--- src/rtl/spi_pkg.sv ---
// Shared constants and state encoding for the SPI RDID responder.
package spi_pkg;

    localparam logic [7:0]  RDID_OPCODE_DEFAULT = 8'h9F;
    localparam logic [23:0] JEDEC_ID_DEFAULT    = 24'h20BA18;

    localparam int unsigned CMD_BITS   = 8;
    localparam int unsigned ID_BITS    = 24;
    localparam int unsigned BIT_CNT_W  = 3;
    localparam int unsigned ID_CNT_W   = 5;

    typedef enum logic [1:0] {
        IDLE   = 2'd0,
        CMD    = 2'd1,
        RESP   = 2'd2,
        IGNORE = 2'd3
    } state_e;

endpackage

--- src/rtl/spi_rdid_responder_if.sv ---
// SPI pin bundle between an SPI master and the RDID responder.
interface spi_rdid_responder_if;

    logic spi_sclk;
    logic spi_cs_n;
    logic spi_mosi;
    logic spi_miso;
    logic spi_miso_oe;

    modport master (
        output spi_sclk,
        output spi_cs_n,
        output spi_mosi,
        input  spi_miso,
        input  spi_miso_oe
    );

    modport slave (
        input  spi_sclk,
        input  spi_cs_n,
        input  spi_mosi,
        output spi_miso,
        output spi_miso_oe
    );

endinterface

--- src/rtl/spi_sync_edge.sv ---
// N-stage input synchronizer with one history flop for rise/fall detect.
module spi_sync_edge #(
    parameter int unsigned STAGES  = 2,
    parameter logic        RST_VAL = 1'b0
) (
    input  logic clk,
    input  logic reset,
    input  logic d,
    output logic q,
    output logic rise_c,
    output logic fall_c
);

    // Fewer than two stages is not a synchronizer; clamp rather than misbehave.
    localparam int unsigned N = (STAGES < 2) ? 2 : STAGES;

    logic [N-1:0] sync_q, sync_d;
    logic         hist_q, hist_d;

    // Shift the pin into the chain; history follows the synchronized output.
    always_comb begin
        sync_d = {sync_q[N-2:0], d};
        hist_d = sync_q[N-1];
    end

    // Chain and history registers, preset to the pin's idle level.
    always_ff @(posedge clk) begin
        if (reset) begin
            sync_q <= {N{RST_VAL}};
            hist_q <= RST_VAL;
        end else begin
            sync_q <= sync_d;
            hist_q <= hist_d;
        end
    end

    assign q      = sync_q[N-1];
    assign rise_c =  sync_q[N-1] & ~hist_q;
    assign fall_c = ~sync_q[N-1] &  hist_q;

endmodule

--- src/rtl/spi_rdid_responder.sv ---
// SPI mode-0 slave answering the RDID opcode with a fixed JEDEC ID.
module spi_rdid_responder
    import spi_pkg::*;
#(
    parameter logic [23:0] JEDEC_ID    = JEDEC_ID_DEFAULT,
    parameter logic [7:0]  RDID_OPCODE = RDID_OPCODE_DEFAULT,
    parameter int unsigned SYNC_STAGES = 2
) (
    input  logic                 clk,
    input  logic                 reset,
    spi_rdid_responder_if.slave  spi,
    output logic                 cmd_valid,
    output logic [7:0]           cmd_byte,
    output logic                 id_done,
    output logic                 busy
);

    logic sclk_s_unused;
    logic sclk_rise, sclk_fall;
    logic cs_n_s, cs_rise_unused, cs_fall_unused;
    logic mosi_s, mosi_rise_unused, mosi_fall_unused;

    spi_sync_edge #(.STAGES(SYNC_STAGES), .RST_VAL(1'b0)) u_sync_sclk (
        .clk    (clk),
        .reset  (reset),
        .d      (spi.spi_sclk),
        .q      (sclk_s_unused),
        .rise_c (sclk_rise),
        .fall_c (sclk_fall)
    );

    spi_sync_edge #(.STAGES(SYNC_STAGES), .RST_VAL(1'b1)) u_sync_cs (
        .clk    (clk),
        .reset  (reset),
        .d      (spi.spi_cs_n),
        .q      (cs_n_s),
        .rise_c (cs_rise_unused),
        .fall_c (cs_fall_unused)
    );

    spi_sync_edge #(.STAGES(SYNC_STAGES), .RST_VAL(1'b0)) u_sync_mosi (
        .clk    (clk),
        .reset  (reset),
        .d      (spi.spi_mosi),
        .q      (mosi_s),
        .rise_c (mosi_rise_unused),
        .fall_c (mosi_fall_unused)
    );

    state_e                state_q, state_d;
    logic [BIT_CNT_W-1:0]  bit_cnt_q, bit_cnt_d;
    logic [ID_CNT_W-1:0]   id_cnt_q, id_cnt_d;
    logic [CMD_BITS-1:0]   cmd_sr_q, cmd_sr_d;
    logic [ID_BITS-1:0]    id_sr_q, id_sr_d;
    logic                  miso_q, miso_d;
    logic                  miso_oe_q, miso_oe_d;
    logic                  cmd_valid_q, cmd_valid_d;
    logic [7:0]            cmd_byte_q, cmd_byte_d;
    logic                  id_done_q, id_done_d;
    logic                  busy_q, busy_d;
    logic                  armed_q, armed_d;
    logic [CMD_BITS-1:0]   cmd_next_c;

    assign cmd_next_c = {cmd_sr_q[CMD_BITS-2:0], mosi_s};

    // Next-state and output logic; CS deassertion overrides any SCLK edge.
    always_comb begin
        state_d     = state_q;
        bit_cnt_d   = bit_cnt_q;
        id_cnt_d    = id_cnt_q;
        cmd_sr_d    = cmd_sr_q;
        id_sr_d     = id_sr_q;
        miso_d      = miso_q;
        miso_oe_d   = miso_oe_q;
        cmd_valid_d = 1'b0;
        cmd_byte_d  = cmd_byte_q;
        id_done_d   = 1'b0;
        busy_d      = busy_q;
        // A transfer may only start once CS has been seen high after reset.
        armed_d     = armed_q | cs_n_s;

        if (cs_n_s) begin
            state_d   = IDLE;
            bit_cnt_d = '0;
            id_cnt_d  = '0;
            cmd_sr_d  = '0;
            id_sr_d   = '0;
            miso_d    = 1'b0;
            miso_oe_d = 1'b0;
            busy_d    = 1'b0;
        end else begin
            unique case (state_q)
                IDLE: begin
                    if (armed_q) begin
                        state_d   = CMD;
                        bit_cnt_d = '0;
                        busy_d    = 1'b1;
                    end
                end
                CMD: begin
                    if (sclk_rise) begin
                        cmd_sr_d  = cmd_next_c;
                        bit_cnt_d = bit_cnt_q + BIT_CNT_W'(1);
                        if (bit_cnt_q == BIT_CNT_W'(CMD_BITS - 1)) begin
                            cmd_byte_d  = cmd_next_c;
                            cmd_valid_d = 1'b1;
                            id_cnt_d    = '0;
                            id_sr_d     = JEDEC_ID;
                            state_d     = (cmd_next_c == RDID_OPCODE) ? RESP : IGNORE;
                        end
                    end
                end
                RESP: begin
                    if (sclk_fall) begin
                        miso_oe_d = 1'b1;
                        miso_d    = id_sr_q[ID_BITS-1];
                        id_sr_d   = {id_sr_q[ID_BITS-2:0], 1'b0};
                    end else if (sclk_rise) begin
                        if (id_cnt_q == ID_CNT_W'(ID_BITS - 1)) begin
                            id_done_d = 1'b1;
                            id_cnt_d  = '0;
                            id_sr_d   = JEDEC_ID;
                        end else begin
                            id_cnt_d  = id_cnt_q + ID_CNT_W'(1);
                        end
                    end
                end
                IGNORE: begin
                    state_d = IGNORE;
                end
                default: begin
                    state_d = IDLE;
                end
            endcase
        end
    end

    // State and output registers with synchronous reset.
    always_ff @(posedge clk) begin
        if (reset) begin
            state_q     <= IDLE;
            bit_cnt_q   <= '0;
            id_cnt_q    <= '0;
            cmd_sr_q    <= '0;
            id_sr_q     <= '0;
            miso_q      <= 1'b0;
            miso_oe_q   <= 1'b0;
            cmd_valid_q <= 1'b0;
            cmd_byte_q  <= 8'h00;
            id_done_q   <= 1'b0;
            busy_q      <= 1'b0;
            armed_q     <= 1'b0;
        end else begin
            state_q     <= state_d;
            bit_cnt_q   <= bit_cnt_d;
            id_cnt_q    <= id_cnt_d;
            cmd_sr_q    <= cmd_sr_d;
            id_sr_q     <= id_sr_d;
            miso_q      <= miso_d;
            miso_oe_q   <= miso_oe_d;
            cmd_valid_q <= cmd_valid_d;
            cmd_byte_q  <= cmd_byte_d;
            id_done_q   <= id_done_d;
            busy_q      <= busy_d;
            armed_q     <= armed_d;
        end
    end

    assign spi.spi_miso    = miso_q;
    assign spi.spi_miso_oe = miso_oe_q;
    assign cmd_valid       = cmd_valid_q;
    assign cmd_byte        = cmd_byte_q;
    assign id_done         = id_done_q;
    assign busy            = busy_q;

endmodule

--- src/flat_wrapper.sv ---
// flat-port wrapper written by rule: the top's interface ports become plain ports
module spi_rdid_responder_flat import spi_pkg::*;
#(
    parameter logic [23:0] JEDEC_ID    = JEDEC_ID_DEFAULT,
    parameter logic [7:0]  RDID_OPCODE = RDID_OPCODE_DEFAULT,
    parameter int unsigned SYNC_STAGES = 2
)
  (clk, reset, cmd_valid, cmd_byte, id_done, busy, spi_spi_sclk, spi_spi_cs_n, spi_spi_mosi, spi_spi_miso, spi_spi_miso_oe);
  spi_rdid_responder_if spi_i ();
  input  logic clk;
  input  logic reset;
  output logic cmd_valid;
  output logic [7:0] cmd_byte;
  output logic id_done;
  output logic busy;
  input wire logic [$bits(spi_i.spi_sclk)-1:0] spi_spi_sclk;
  input wire logic [$bits(spi_i.spi_cs_n)-1:0] spi_spi_cs_n;
  input wire logic [$bits(spi_i.spi_mosi)-1:0] spi_spi_mosi;
  output wire logic [$bits(spi_i.spi_miso)-1:0] spi_spi_miso;
  output wire logic [$bits(spi_i.spi_miso_oe)-1:0] spi_spi_miso_oe;
  assign spi_i.spi_sclk = spi_spi_sclk;
  assign spi_i.spi_cs_n = spi_spi_cs_n;
  assign spi_i.spi_mosi = spi_spi_mosi;
  assign spi_spi_miso = spi_i.spi_miso;
  assign spi_spi_miso_oe = spi_i.spi_miso_oe;
  spi_rdid_responder #(.JEDEC_ID(JEDEC_ID), .RDID_OPCODE(RDID_OPCODE), .SYNC_STAGES(SYNC_STAGES)) u_core (.clk(clk), .reset(reset), .spi(spi_i), .cmd_valid(cmd_valid), .cmd_byte(cmd_byte), .id_done(id_done), .busy(busy));
endmodule
--- config.mk ---
export PLATFORM = sky130hd
export DESIGN_NAME = spi_rdid_responder_flat
export DESIGN_NICKNAME = d
export VERILOG_FILES = /design/src/rtl/spi_pkg.sv /design/src/rtl/spi_rdid_responder_if.sv /design/src/rtl/spi_sync_edge.sv /design/src/rtl/spi_rdid_responder.sv /design/src/flat_wrapper.sv
export SDC_FILE = /design/constraint.sdc
export NUM_CORES = 1
export LEC_CHECK = 0
export CAP_MARGIN = 30
export CORE_MARGIN = 4
export CORE_UTILIZATION = 35
export CTS_BUF_LIST = sky130_fd_sc_hd__clkbuf_2
export CTS_CLUSTER_SIZE = 24
export DETAILED_ROUTE_END_ITERATION = 16
export PLACE_DENSITY = 0.64
export SYNTH_ARGS = -nofsm -noshare
export SYNTH_HDL_FRONTEND = slang
export SYNTH_SLANG_ARGS = --single-unit
--- constraint.sdc ---
create_clock -name clk -period 2.9 [get_ports clk]
set_clock_uncertainty 0.2 [all_clocks]
set_input_delay 0.29 -clock clk [delete_from_list [all_inputs] [get_ports clk]]
set_output_delay 0.29 -clock clk [all_outputs]
set_load 0.02 [all_outputs]
### Word level (Yosys, flattened, before mapping)

Cells that the tools add are included.

| word-level totals | value |
|---|---|
| flip-flop bits (word level) | 62 |
| bits of input ports | 5 |
| output and inout port bits | 13 |
| word-level logic and storage cells | 77 |

| cells by class | value |
|---|---|
| add/sub/neg operators | 2 |
| eq/ne operators | 13 |
| muxes and demuxes | 22 |
| bitwise logic cells | 9 |
| reduce and logical (&&, ||, !) cells | 15 |

Operators by type and width:

| cell | count |
|---|---|
| 24-bit two-way mux | 5 |
| 24-bit one-hot mux with 2 select lines | 1 |
| 5-bit two-way mux | 5 |
| 5-bit one-hot mux with 2 select lines | 1 |
| 5-bit AND reduction | 2 |
| 8-bit equality test (second input constant) | 1 |
| 2-bit by 1-bit inequality test with 1-bit output (second input constant) | 4 |
| 4-bit AND reduction | 2 |
| 2-bit two-way mux | 3 |
| 3-bit two-way mux | 2 |
| 3-bit by 1-bit inequality test with 1-bit output (second input constant) | 2 |
| 1-bit NOT | 6 |
| 2-bit one-hot mux with 3 select lines | 1 |
| 3-bit one-hot mux with 2 select lines | 1 |
| 2-bit AND reduction | 3 |
| 5-bit by 1-bit adder with 5-bit output (second input constant) | 1 |
| 5-bit equality test (second input constant) | 1 |
| 5-bit OR reduction | 1 |
| 2-bit equality test (second input constant) | 2 |
| 2-bit nonzero test | 2 |
| 4-bit OR reduction | 1 |
| 3-bit by 1-bit adder with 3-bit output (second input constant) | 1 |
| 3-bit equality test (second input constant) | 1 |
| 1-bit two-way mux | 3 |
| other kinds (8) | 9 |

### Longest topological paths before layout

Gate-level depths: netlist of the first run.

| logic depth | value |
|---|---|
| depth in word-level cells | 5 |
| mapped depth | 6 |
| gate-level depth less buffers | 5 |

### Hierarchy

Synthesis of the first run repeated with hierarchy kept, for this count alone.

| second synthesis, totals | value |
|---|---|
| cells, all modules | 302 |
| area, all modules | 2607.5 µm² |

Modules (own cells, without submodules):

| module | instances | cells each | area an instance (µm²) |
|---|---|---|---|
| spi_rdid_responder | 1 | 278 | 2332.2 |
| spi_sync_edge at u_core.u_sync_mosi ... | 2 | 8 | 91.3 |
| spi_sync_edge at u_core.u_sync_cs | 1 | 8 | 92.6 |

### Worst setup path before layout of the first run

OpenSTA, ideal clock, no wires.

| timing | value |
|---|---|
| kind | reg-to-reg |
| start | register u_core.bit_cnt_q[0] |
| end | register u_core.id_sr_q[11] |
| library setup time | 0.139 ns |
| data arrival time | 1.385 ns |
| data required time | 2.561 ns |
| slack | 1.175 ns |
| stages on the path, launching flop included | 6 |
| buffers on the path | 1 |
| clock period less this slack | 1.725 ns |
| cells stage by stage | dfxtp_1 ha_1 ha_1 clkbuf_1 a22oi_1 a21oi_1 |

| between the ends | value |
|---|---|
| word-level cells in the longest chain between the ends | 3 |

RTL lines:

| what | RTL line | source |
|---|---|---|
| start: declaration | spi_rdid_responder.sv:51 | `logic [BIT_CNT_W-1:0] bit_cnt_q, bit_cnt_d;` |
| start signal: assignment | spi_rdid_responder.sv:155 | `bit_cnt_q <= bit_cnt_d;` |
| 3-bit equality test | spi_rdid_responder.sv:104 | `if (bit_cnt_q == BIT_CNT_W'(CMD_BITS - 1)) begin` |
| 2-bit by 1-bit inequality test with 1-bit output (no line) | -- |  |
| 5-bit AND reduction (no line) | -- |  |
| end signal: assignment | spi_rdid_responder.sv:158 | `id_sr_q <= id_sr_d;` |
| end: declaration | spi_rdid_responder.sv:54 | `logic [ID_BITS-1:0] id_sr_q, id_sr_d;` |

Every way passes these cells.
A chain may end at the register's enable or synchronous reset.

### Worst setup path in the final report of the first run

| timing | value |
|---|---|
| start | register u_core.cmd_byte_q[7], in the netlist u_core.cmd_byte[7] |
| end | output port cmd_byte[7] |

RTL lines:

| what | RTL line | source |
|---|---|---|
| start: declaration | spi_rdid_responder.sv:58 | `logic [7:0] cmd_byte_q, cmd_byte_d;` |
| start signal: assignment | spi_rdid_responder.sv:162 | `cmd_byte_q <= cmd_byte_d;` |
| end: declaration | flat_wrapper.sv:13 | `output logic [7:0] cmd_byte;` |

No word-level cell between the ends.

==> metrics.md, run 1 <==
| Metric | Value |
|---|---|
| Outcome | completed |
| Yosys warning count | 0 |
| Synth area leader | dfxtp_1 |
| Peak supply drop | 274 uV |
| Psw | 331 uW |
| First-pass DRT Iterations | 4 |
| Ranking of synthesized cells by area | dfxtp_1, a21oi_1, nand2_1 |
| First-pass GRT wire length | 8340 um |
| Cell Area, Synth | 0.00240 sq mm |
| Crit path required time | 2410 ps |
| Syn Area/Cell | 9.20 sq um |
| Pwr/cell area | 500 mW/mm^2 |
| Startpoint types | register |
| Worst-path clk slew | 190 ps |
| GRT overflow | 0 |
| Max Clock Freq | 0.512 GHz |
| # diodes | 0 |
| Sequential area share after synthesis | 49.2% |
| Clk buf depth | 2 |
| Routability cong. | 0.808 |
| Crit path from | u_core.cmd_byte[7]$_SDFFE_PP0P_ |
| Ports | 18 |
| Yosys cell types | 43 |
| WS Path Type | register to output pin |
| Post-Syn Nets | 269 |
| Combinational Power Share | 2.3% |
| Vias in the first global route | 1798 |
| Hold Path Class | primary input to register |
| RSZ-0062 raised after global routing | no |
| Worst hold stages | 2 |
| Setup slack after layout | 945 ps |
| Postcts setup bufs | 0 |
| Fin nets | 279 |
| Max Slew Vio Count | 0 |
| Pin count of the biggest net entering global routing | 40 |
| Number of enable flip-flop cells after synthesis | 0 |
| Clk pwr share | 37.1% |
| Reg2Reg Launch Point | u_core.state_q[0]$_SDFFE_PP0P_ |
| Syn Inst Count | 261 |
| Min cycle time layout | 1950 ps |
| Crit-path slowest cell | clkdlybuf4s50_1 |
| Switching share of power | 24.3% |
| CTS root buffer | clkbuf_2 |
| Area share of the largest cell type after synthesis | 49.2% |
| Internal cell power | 1.03 mW |
| CTS buffer count | 9 |
| Worst slew margin | 60.2% |
| Max incr delay on CP | 610 ps |
| Initial Util | 37.0% |
| Setup violations, final | 0 |
| Number of max-cap violations | 0 |
| Crit path DAT | 1460 ps |
| Pre-CTS setup slack | 924 ps |
| DR vias/cell | 5.27 |
| CP delay by family, top | buffers and inverters |
| Clk sink count | 59 |
| Antenna violations before repair | 0 |
| DRC Markers | 0 |
| CP Cell Sequence | clkdlybuf4s50_1 |
| Number of synthesized register bits | 59 |
| Tcrit/Tclk final | 67.4% |
| Crit path max fanout | 2 |
| IO Port Bufs | 17 |
| Iteration-0 DRC Markers | 92 |
| Hold path start | spi_spi_mosi |
| Pleak | 0.884 nW |
| Synth-to-layout area growth | 13.2% |
| Final ANT Viol Nets | 0 |
| Top-count cell post-synth | dfxtp_1 |
| Slew @ Worst Pin | 589 ps |
| Final hold viol count | 0 |
| # H-tree levels | 3 |
| Post-synth top cells | dfxtp_1, a21oi_1, nand2_1 |
| Die area | 0.00825 sq mm |
| Routed len/inst | 12.9 um |
| Layout cells sized above 1 | 12.7% |
| Levels on crit path | 1 |
| Core area | 0.00649 sq mm |
| Async SR Flop Fraction | 0% |
| Via count | 1861 |
| Worst Reg-to-Reg Cells | 4 |
| DPL Wire Length | 2940 um |
| Tot GR Track Use | 12.2% |
| Row count | 29 |
| CTS tree | done |
| Die Wd | 90.8 um |
| Hold Buf Count CTS | 0 |
| Die Height | 90.8 um |
| Sequential power share | 60.7% |
| Worst skew pair latency | 470 ps |
| CP endpoint kind | output pin |
| Crit path buffers/inverters | 1 |
| Post_cts resized | 0 |
| Routed wire length | 4560 um |
| Ys flop type | dfxtp_1 |
| Setup TNS Final | 0 ps |
-- per-layer routing --
layer | vias up | global-route usage, % | share of wire [%]
li1 | 963 | - | -
met1 | 868 | 15.5 | 49
met2 | 26 | 19.1 | 47
met3 | 4 | 4.75 | 3.6
met4 | 0 | 3.77 | 0.88
met5 | - | 0 | 0
-- kinds of logic (layout without fill, tap and decap cells) --
group	Yosys count	in the layout	synth area share, %
buf+inv	27	42	5.31
compound gates	70	70	19.0
mux	3	3	1.30
simple gates	99	99	23.7
fa+ha+maj	3	3	1.56
flops	59	59	49.2
-- stage by stage --
stage	util [%]	cell area (sq um)	power, mW	instances	hold WS (ps)
2_1_floorplan	-	2400	0.861	261	189
3_3_place_gp	40.1	2610	0.872	337	197
3_5_place_dp	40.1	2610	0.872	337	205
4_1_cts	41.9	2720	1.38	353	105
5_1_grt	41.9	2720	1.43	353	64.5
6_report	41.9	2720	1.36	353	141
-- final timing paths --
check                                            end  slack (ps)
max                                      cmd_byte[7]         950
min          u_core.u_sync_mosi.sync_q[0]$_SDFF_PP0_         140
max reg2reg          u_core.cmd_byte[5]$_SDFFE_PP0P_         950
min reg2reg    u_core.u_sync_cs.sync_q[1]$_SDFF_PP1_         240
-- cells in the final DEF, fill, tap and decap left out, drive strengths merged, types with 2 or more instances in the layout --
master,count
clkbuf,9
clkinv,4
nand4b,9
nand3,19
nand4,2
o21ai,12
nor4,3
or2,3
nor2,15
buf,6
o31ai,13
nand2,26
o22ai,6
nor2b,7
clkdlybuf4s50,17
and4bb,3
nand4bb,3
clkinvlp,2
a21oi,31
ha,3
dfxtp,59
inv,3
mux2i,2
-- cell type report --
cell class              count  area (sq um)
clock buffers               9          45.0
clock inverters             7          68.8
fillers                   634          3770
inverters                   3          11.3
multi-input cells         175          1100
flip-flops and latches     59          1180
well taps                  77          96.3
repair buffers             23           215
-- power by group through the flow --
stage	Sequential (mW)	Clock (mW)	Combinational [mW]
5_1_grt	0.827	0.564	0.0344
4_1_cts	0.825	0.522	0.0315
6_report	0.824	0.503	0.0309
3_5_place_dp	0.841	0	0.0314
2_1_floorplan	0.836	0	0.0248
3_3_place_gp	0.841	0	0.0313
-- state kept, by name, indices dropped and copies added (netlist names) --
| name | cells |
|---|---|
| u_core.armed_q | 1 |
| u_core.bit_cnt_q | 3 |
| u_core.busy | 1 |
| u_core.cmd_byte | 8 |
| u_core.cmd_sr_q | 7 |
| u_core.cmd_valid | 1 |
| u_core.id_cnt_q | 5 |
| u_core.id_done | 1 |
| u_core.id_sr_q | 21 |
| u_core.spi.spi_miso | 1 |
| u_core.spi.spi_miso_oe | 1 |
| u_core.state_q | 2 |
| u_core.u_sync_cs.sync_q | 2 |
| u_core.u_sync_mosi.sync_q | 2 |
| u_core.u_sync_sclk.hist_q | 1 |
| u_core.u_sync_sclk.sync_q | 2 |
(Power assumes the default switching activity.)
==> inputs of run 2 (changes only) <==
==> constraint.sdc (replaced) <==
create_clock -name clk -period 1.8 [get_ports clk]
set_clock_uncertainty 0.2 [all_clocks]
set_input_delay 0.18 -clock clk [delete_from_list [all_inputs] [get_ports clk]]
set_output_delay 0.18 -clock clk [all_outputs]
set_load 0.02 [all_outputs]
==> metrics.md, run 2 (synthesis gave the netlist of run 1 again) <==
| Metric | Value |
|---|---|
| Outcome | completed |
| Startpoint types | register |
| Core area | 0.00649 sq mm (unchanged) |
| Initial Util | 37.0% (unchanged) |
| Die Height | 90.8 um (unchanged) |
| Switching share of power | 22.6% (-1.7 points) |
| CTS buffer count | 9 (unchanged) |
| CTS root buffer | clkbuf_2 |
| IO Port Bufs | 17 (unchanged) |
| DPL Wire Length | 3260 um (+11%) |
| Largest Register | u_core.id_sr_q |
| First-pass GRT wire length | 8110 um (-2.7%) |
| Peak supply drop | 316 uV (+15%) |
| Antenna violations before repair | 0 (unchanged) |
| DRC Markers | 0 (unchanged) |
| Worst-path clk slew | 150 ps (-40 ps) |
| Max Slew Vio Count | 0 (unchanged) |
| Iteration-0 DRC Markers | 109 (+18%) |
| First-pass DRT Iterations | 4 (unchanged) |
| GRT overflow | 0 (unchanged) |
| Psw | 527 uW (+59%) |
| Tcrit/Tclk final | 95.0% |
| Clk pwr share | 40.5% (+3.4 points) |
| Routability cong. | 0.787 (-2.6%) |
| Vias in the first global route | 1759 (-2.2%) |
| Crit path required time | 1960 ps (-450 ps) |
| Die Wd | 90.8 um (unchanged) |
| Internal cell power | 1.80 mW (+75%) |
| RSZ-0062 raised after global routing | no |
| Worst skew pair latency | 470 ps (about the same) |
| Multi-input logic area | 0.00112 sq mm (+1.9%) |
| Storage cell area | 0.00118 sq mm (unchanged) |
| CTS tree | done |
| Worst slew margin | 76.7% (+16 points) |
| Pin count of the biggest net entering global routing | 40 (unchanged) |
| Pleak | 1.04 nW (+17%) |
| WHS | 57.8 ps (-83.4 ps) |
| Routed wire length | 4770 um (+4.7%) |
| Fin nets | 294 (+5.4%) |
| Hold Buf Count CTS | 0 (unchanged) |
| Synth-to-layout area growth | 20.0% |
| CP endpoint kind | register |
| Clk sink count | 59 (unchanged) |
| WS Path Type | register to register |
| Ports | 18 (unchanged) |
| Routed len/inst | 13.0 um (+0.47%) |
| Hold Path Class | primary input to register |
| # H-tree levels | 3 (unchanged) |
| Final hold viol count | 0 (unchanged) |
| Most frequent cells in the layout | dfxtp_1, a21oi_1, nand2_1 |
| Min cycle time layout | 1710 ps |
| Crit path DAT | 1870 ps (+410 ps) |
| # diodes | 0 (unchanged) |
| Crit path max fanout | 9 (+7) |
| Max FFs per register | 21 (unchanged) |
| Util after Layout | 44.4% (+2.5 points) |
| Tot GR Track Use | 12.1% (-0.15 points) |
| DR vias/cell | 5.29 (+0.31%) |
| Setup TNS Final | 0 ps (unchanged) |
| Clk buf depth | 2 (unchanged) |
| Via count | 1946 (+4.6%) |
| Slew @ Worst Pin | 349 ps (-239 ps) |
| Number of max-cap violations | 0 (unchanged) |
| Die area | 0.00825 sq mm (unchanged) |
| Combinational Power Share | 2.8% (+0.5 points) |
| Layout cells sized above 1 | 17.2% (+4.5 points) |
| Filler cells | 636 (+0.32%) |
| Sequential power share | 56.7% (-4.0 points) |
| Row count | 29 (unchanged) |
| Setup violations, final | 0 (unchanged) |
| Commonest non-fill, non-tap cell in the layout | dfxtp_1 |
| Max Clock Freq | 0.585 GHz |
| Final ANT Viol Nets | 0 (unchanged) |
| Pwr/cell area | 809 mW/mm^2 (+62%) |
## run 2: changes by cell type in the layout (fill, tap and decap cells not counted), moves of 2 or more
cell | before | now
clkinv_2 | 3 | 1
buf_12 | 0 | 2
dlygate4sd2_1 | 0 | 13
clkdlybuf4s50_1 | 17 | 4
buf_4 | 6 | 19
clkinv_1 | 0 | 2
## run 2: path summary, 6_finish.rpt
check	startpoint	slack (ps)	end	cells after the start
max	u_core.bit_cnt_q[0]$_SDFFE_PP0P_	90	u_core.cmd_byte[3]$_SDFFE_PP0P_	6
min	spi_spi_mosi	60	u_core.u_sync_mosi.sync_q[0]$_SDFF_PP0_	2
max reg2reg	u_core.bit_cnt_q[0]$_SDFFE_PP0P_	90	u_core.cmd_byte[3]$_SDFFE_PP0P_	6
min reg2reg	u_core.u_sync_cs.sync_q[0]$_SDFF_PP1_	230	u_core.u_sync_cs.sync_q[1]$_SDFF_PP1_	1
## run 2: critical path: stages (launching register included)
cell	delay (ps)
dfxtp_1	390
ha_1	200
ha_4	190
clkinvlp_4	150
buf_12	160
o31ai_1	230
a21oi_1	100
## run 2: power groups by stage
stage	clock, mW	sequential (mW)	combinational [mW]
after floorplan	0	1.35	0.0399
after global placement	0	1.35	0.0638
after detailed placement	0	1.35	0.0644
after CTS	0.979	1.32	0.0645
after global routing	1.03	1.33	0.0712
final	0.944	1.32	0.0641
## run 2: final cells by class
type | count | share of cell area (%)
Clock buffer | 10 | 1.74
Multi-Input combinational cell | 175 | 39.0
Clock inverter | 6 | 2.78
Sequential cell | 59 | 41.0
Timing Repair Buffer | 38 | 11.7
Inverter | 3 | 0.521
Tap cell | 77 | 3.34
## run 2: timing repair
| item | 4_1_cts | 5_1_grt |
|---|---|---|
| hold endpoints to repair | 0 | 0 |
| endpoints found under the setup margin | 14 | 31 |
| buffers inserted | 0 | 2 |
| gates resized for setup | 13 | 4 |
## run 2: per-stage QoR
step | setup slack [ps] | total power, mW | instance area (sq um) | instances
floorplan | 75.4 | 1.39 | 2400 | 261
global placement | 96.9 | 1.41 | 2720 | 350
detailed placement | -36.5 | 1.41 | 2720 | 350
CTS | -60.0 | 2.37 | 2830 | 366
global route | 5.68 | 2.43 | 2880 | 368
finish | 90.7 | 2.33 | 2880 | 368
## run 2: routing by layer
metal / routed length [um] / share of wire (%) / track usage [%] / up-vias
li1: - / - / - / 998
met5: 0 / 0 / 0 / -
met4: 64 / 1.3 / 5.15 / 0
met2: 2270 / 48 / 18.6 / 32
met1: 2280 / 48 / 15.1 / 907
met3: 154 / 3.2 / 4.50 / 9
==> inputs of run 3 (changes only) <==
--- a/config.mk
+++ b/config.mk
@@ -11,6 +11,7 @@
 export CTS_BUF_LIST = sky130_fd_sc_hd__clkbuf_2
 export CTS_CLUSTER_SIZE = 24
 export DETAILED_ROUTE_END_ITERATION = 16
+export HOLD_SLACK_MARGIN = 0.05
 export PLACE_DENSITY = 0.64
 export SYNTH_ARGS = -nofsm -noshare
 export SYNTH_HDL_FRONTEND = slang
==> metrics.md, run 3 (synthesis gave the netlist of run 1 again) <==
| Metric | Value |
|---|---|
| Outcome | completed |
| Layout cells sized above 1 | 17.0% (-0.18 points) |
| Fin nets | 297 (+1.0%) |
| Antenna violations before repair | 0 (unchanged) |
| Min cycle time layout | 1710 ps (-1.46 ps) |
| Tcrit/Tclk final | 94.9% (about the same) |
| Total power | 2.34 mW (+0.25%) |
| GRT overflow | 0 (unchanged) |
| Initial Util | 37.0% (unchanged) |
| First-pass GRT wire length | 8180 um (+0.85%) |
| Routability cong. | 0.787 (unchanged) |
| Routed len/inst | 13.0 um (about the same) |
| Hold Path Class | register to register |
| Core area | 0.00649 sq mm (unchanged) |
| Peak supply drop | 315 uV (about the same) |
| Worst-path clk slew | 150 ps (about the same) |
| First-pass DRT Iterations | 4 (unchanged) |
| Setup TNS Final | 0 ps (unchanged) |
| Worst skew pair latency | 470 ps (about the same) |
| CTS root buffer | clkbuf_2 |
| Slew @ Worst Pin | 349 ps (-0.0941 ps) |
| CP endpoint kind | register |
| IO Port Bufs | 17 (unchanged) |
| CTS buffer count | 9 (unchanged) |
| DR vias/cell | 5.28 (about the same) |
| Pleak | 1.05 nW (+1.2%) |
| Via count | 1960 (+0.72%) |
| Startpoint types | register |
| Clk sink count | 59 (unchanged) |
| Largest Register | u_core.id_sr_q |
| Final ANT Viol Nets | 0 (unchanged) |
| # diodes | 0 (unchanged) |
| CTS tree | done |
| Max Clock Freq | 0.586 GHz (about the same) |
| Ports | 18 (unchanged) |
| Commonest non-fill, non-tap cell in the layout | dfxtp_1 |
| Most frequent cells in the layout | dfxtp_1, a21oi_1, nand2_1 |
| WS Path Type | register to register |
| Die Height | 90.8 um (unchanged) |
| DPL Wire Length | 3260 um (unchanged) |
| Worst slew margin | 76.7% (about the same) |
| Row count | 29 (unchanged) |
| Pin count of the biggest net entering global routing | 40 (unchanged) |
| Post-route cell area | 0.00291 sq mm (+1.0%) |
| RSZ-0062 raised after global routing | no |
| Tot GR Track Use | 12.2% (+0.10 points) |
| Iteration-0 DRC Markers | 121 (+11%) |
| Max Slew Vio Count | 0 (unchanged) |
| Number of max-cap violations | 0 (unchanged) |
| Synth-to-layout area growth | 21.2% |
| Crit path max fanout | 9 (unchanged) |
| Crit path DAT | 1870 ps (about the same) |
| Final hold viol count | 0 (unchanged) |
| Routed wire length | 4810 um (+0.78%) |
| Crit path required time | 1970 ps (about the same) |
| Die Wd | 90.8 um (unchanged) |
| Setup slack after layout | 92.2 ps (+1.46 ps) |
| Die area | 0.00825 sq mm (unchanged) |
| Clk buf depth | 2 (unchanged) |
| Setup violations, final | 0 (unchanged) |
| # H-tree levels | 3 (unchanged) |
| WHS | 230 ps (+172 ps) |
| Placed cell area | 0.00272 sq mm (unchanged) |
| Vias in the first global route | 1779 (+1.1%) |
| Pwr/cell area | 802 mW/mm^2 (-0.78%) |
| Max FFs per register | 21 (unchanged) |
| DRC Markers | 0 (unchanged) |
| Pre-CTS setup slack | -36.5 ps (unchanged) |
==> run 3: area by class of cell <==
class	instances	area [sq um]
Fill cell	635	3580
Sequential cell	59	1180
Multi-Input combinational cell	175	1120
Timing Repair Buffer	41	367
Tap cell	77	96.3
Clock inverter	6	80.1
Clock buffer	10	50.0
Inverter	3	15.0
==> run 3: repair_timing <==
item | CTS | global route
setup endpoints to repair | 14 | 31
hold endpoints to repair | 3 | 0
cloned | 0 | 0
resized for setup | 13 | 4
hold buffers | 3 | 0
setup buffers | 0 | 2
==> run 3: final timing paths <==
kind | start | end | slack, ps | cells past startpoint
worst max-delay path | u_core.bit_cnt_q[0]$_SDFFE_PP0P_ | u_core.cmd_byte[3]$_SDFFE_PP0P_ | 90 | 6
worst min-delay path | u_core.u_sync_cs.sync_q[0]$_SDFF_PP1_ | u_core.u_sync_cs.sync_q[1]$_SDFF_PP1_ | 230 | 1
worst max register to register | u_core.bit_cnt_q[0]$_SDFFE_PP0P_ | u_core.cmd_byte[3]$_SDFFE_PP0P_ | 90 | 6
worst min register to register | u_core.u_sync_cs.sync_q[0]$_SDFF_PP1_ | u_core.u_sync_cs.sync_q[1]$_SDFF_PP1_ | 230 | 1
==> run 3: worst max-delay path, stage by stage, from the launching register on <==
cell        delay [ps]
dfxtp_1            390
ha_1               200
ha_4               190
clkinvlp_4         150
buf_12             160
o31ai_1            230
a21oi_1            100
==> run 3: through the flow <==
stage               cells  utilization, %
finish                371            44.8
global route          371            44.8
CTS                   369            44.0
detailed placement    350            41.8
global placement      350            41.8
floorplan             261               -
==> run 3: where the power goes <==
part / total, mW / switching [mW] / internal (mW)
Combinational: 0.0692 / 0.0321 / 0.0371
Sequential: 1.32 / 0.00644 / 1.32
Clock: 0.945 / 0.490 / 0.455
==> run 3: per-layer routing <==
| metal | share of wire (%) | routed length [um] | GRT usage (%) |
|---|---|---|---|
| met1 | 48 | 2290 | 15.1 |
| met2 | 48 | 2310 | 19.0 |
| met3 | 3.2 | 153 | 4.50 |
| met4 | 1.2 | 58 | 5.15 |
| met5 | 0 | 0 | 0 |
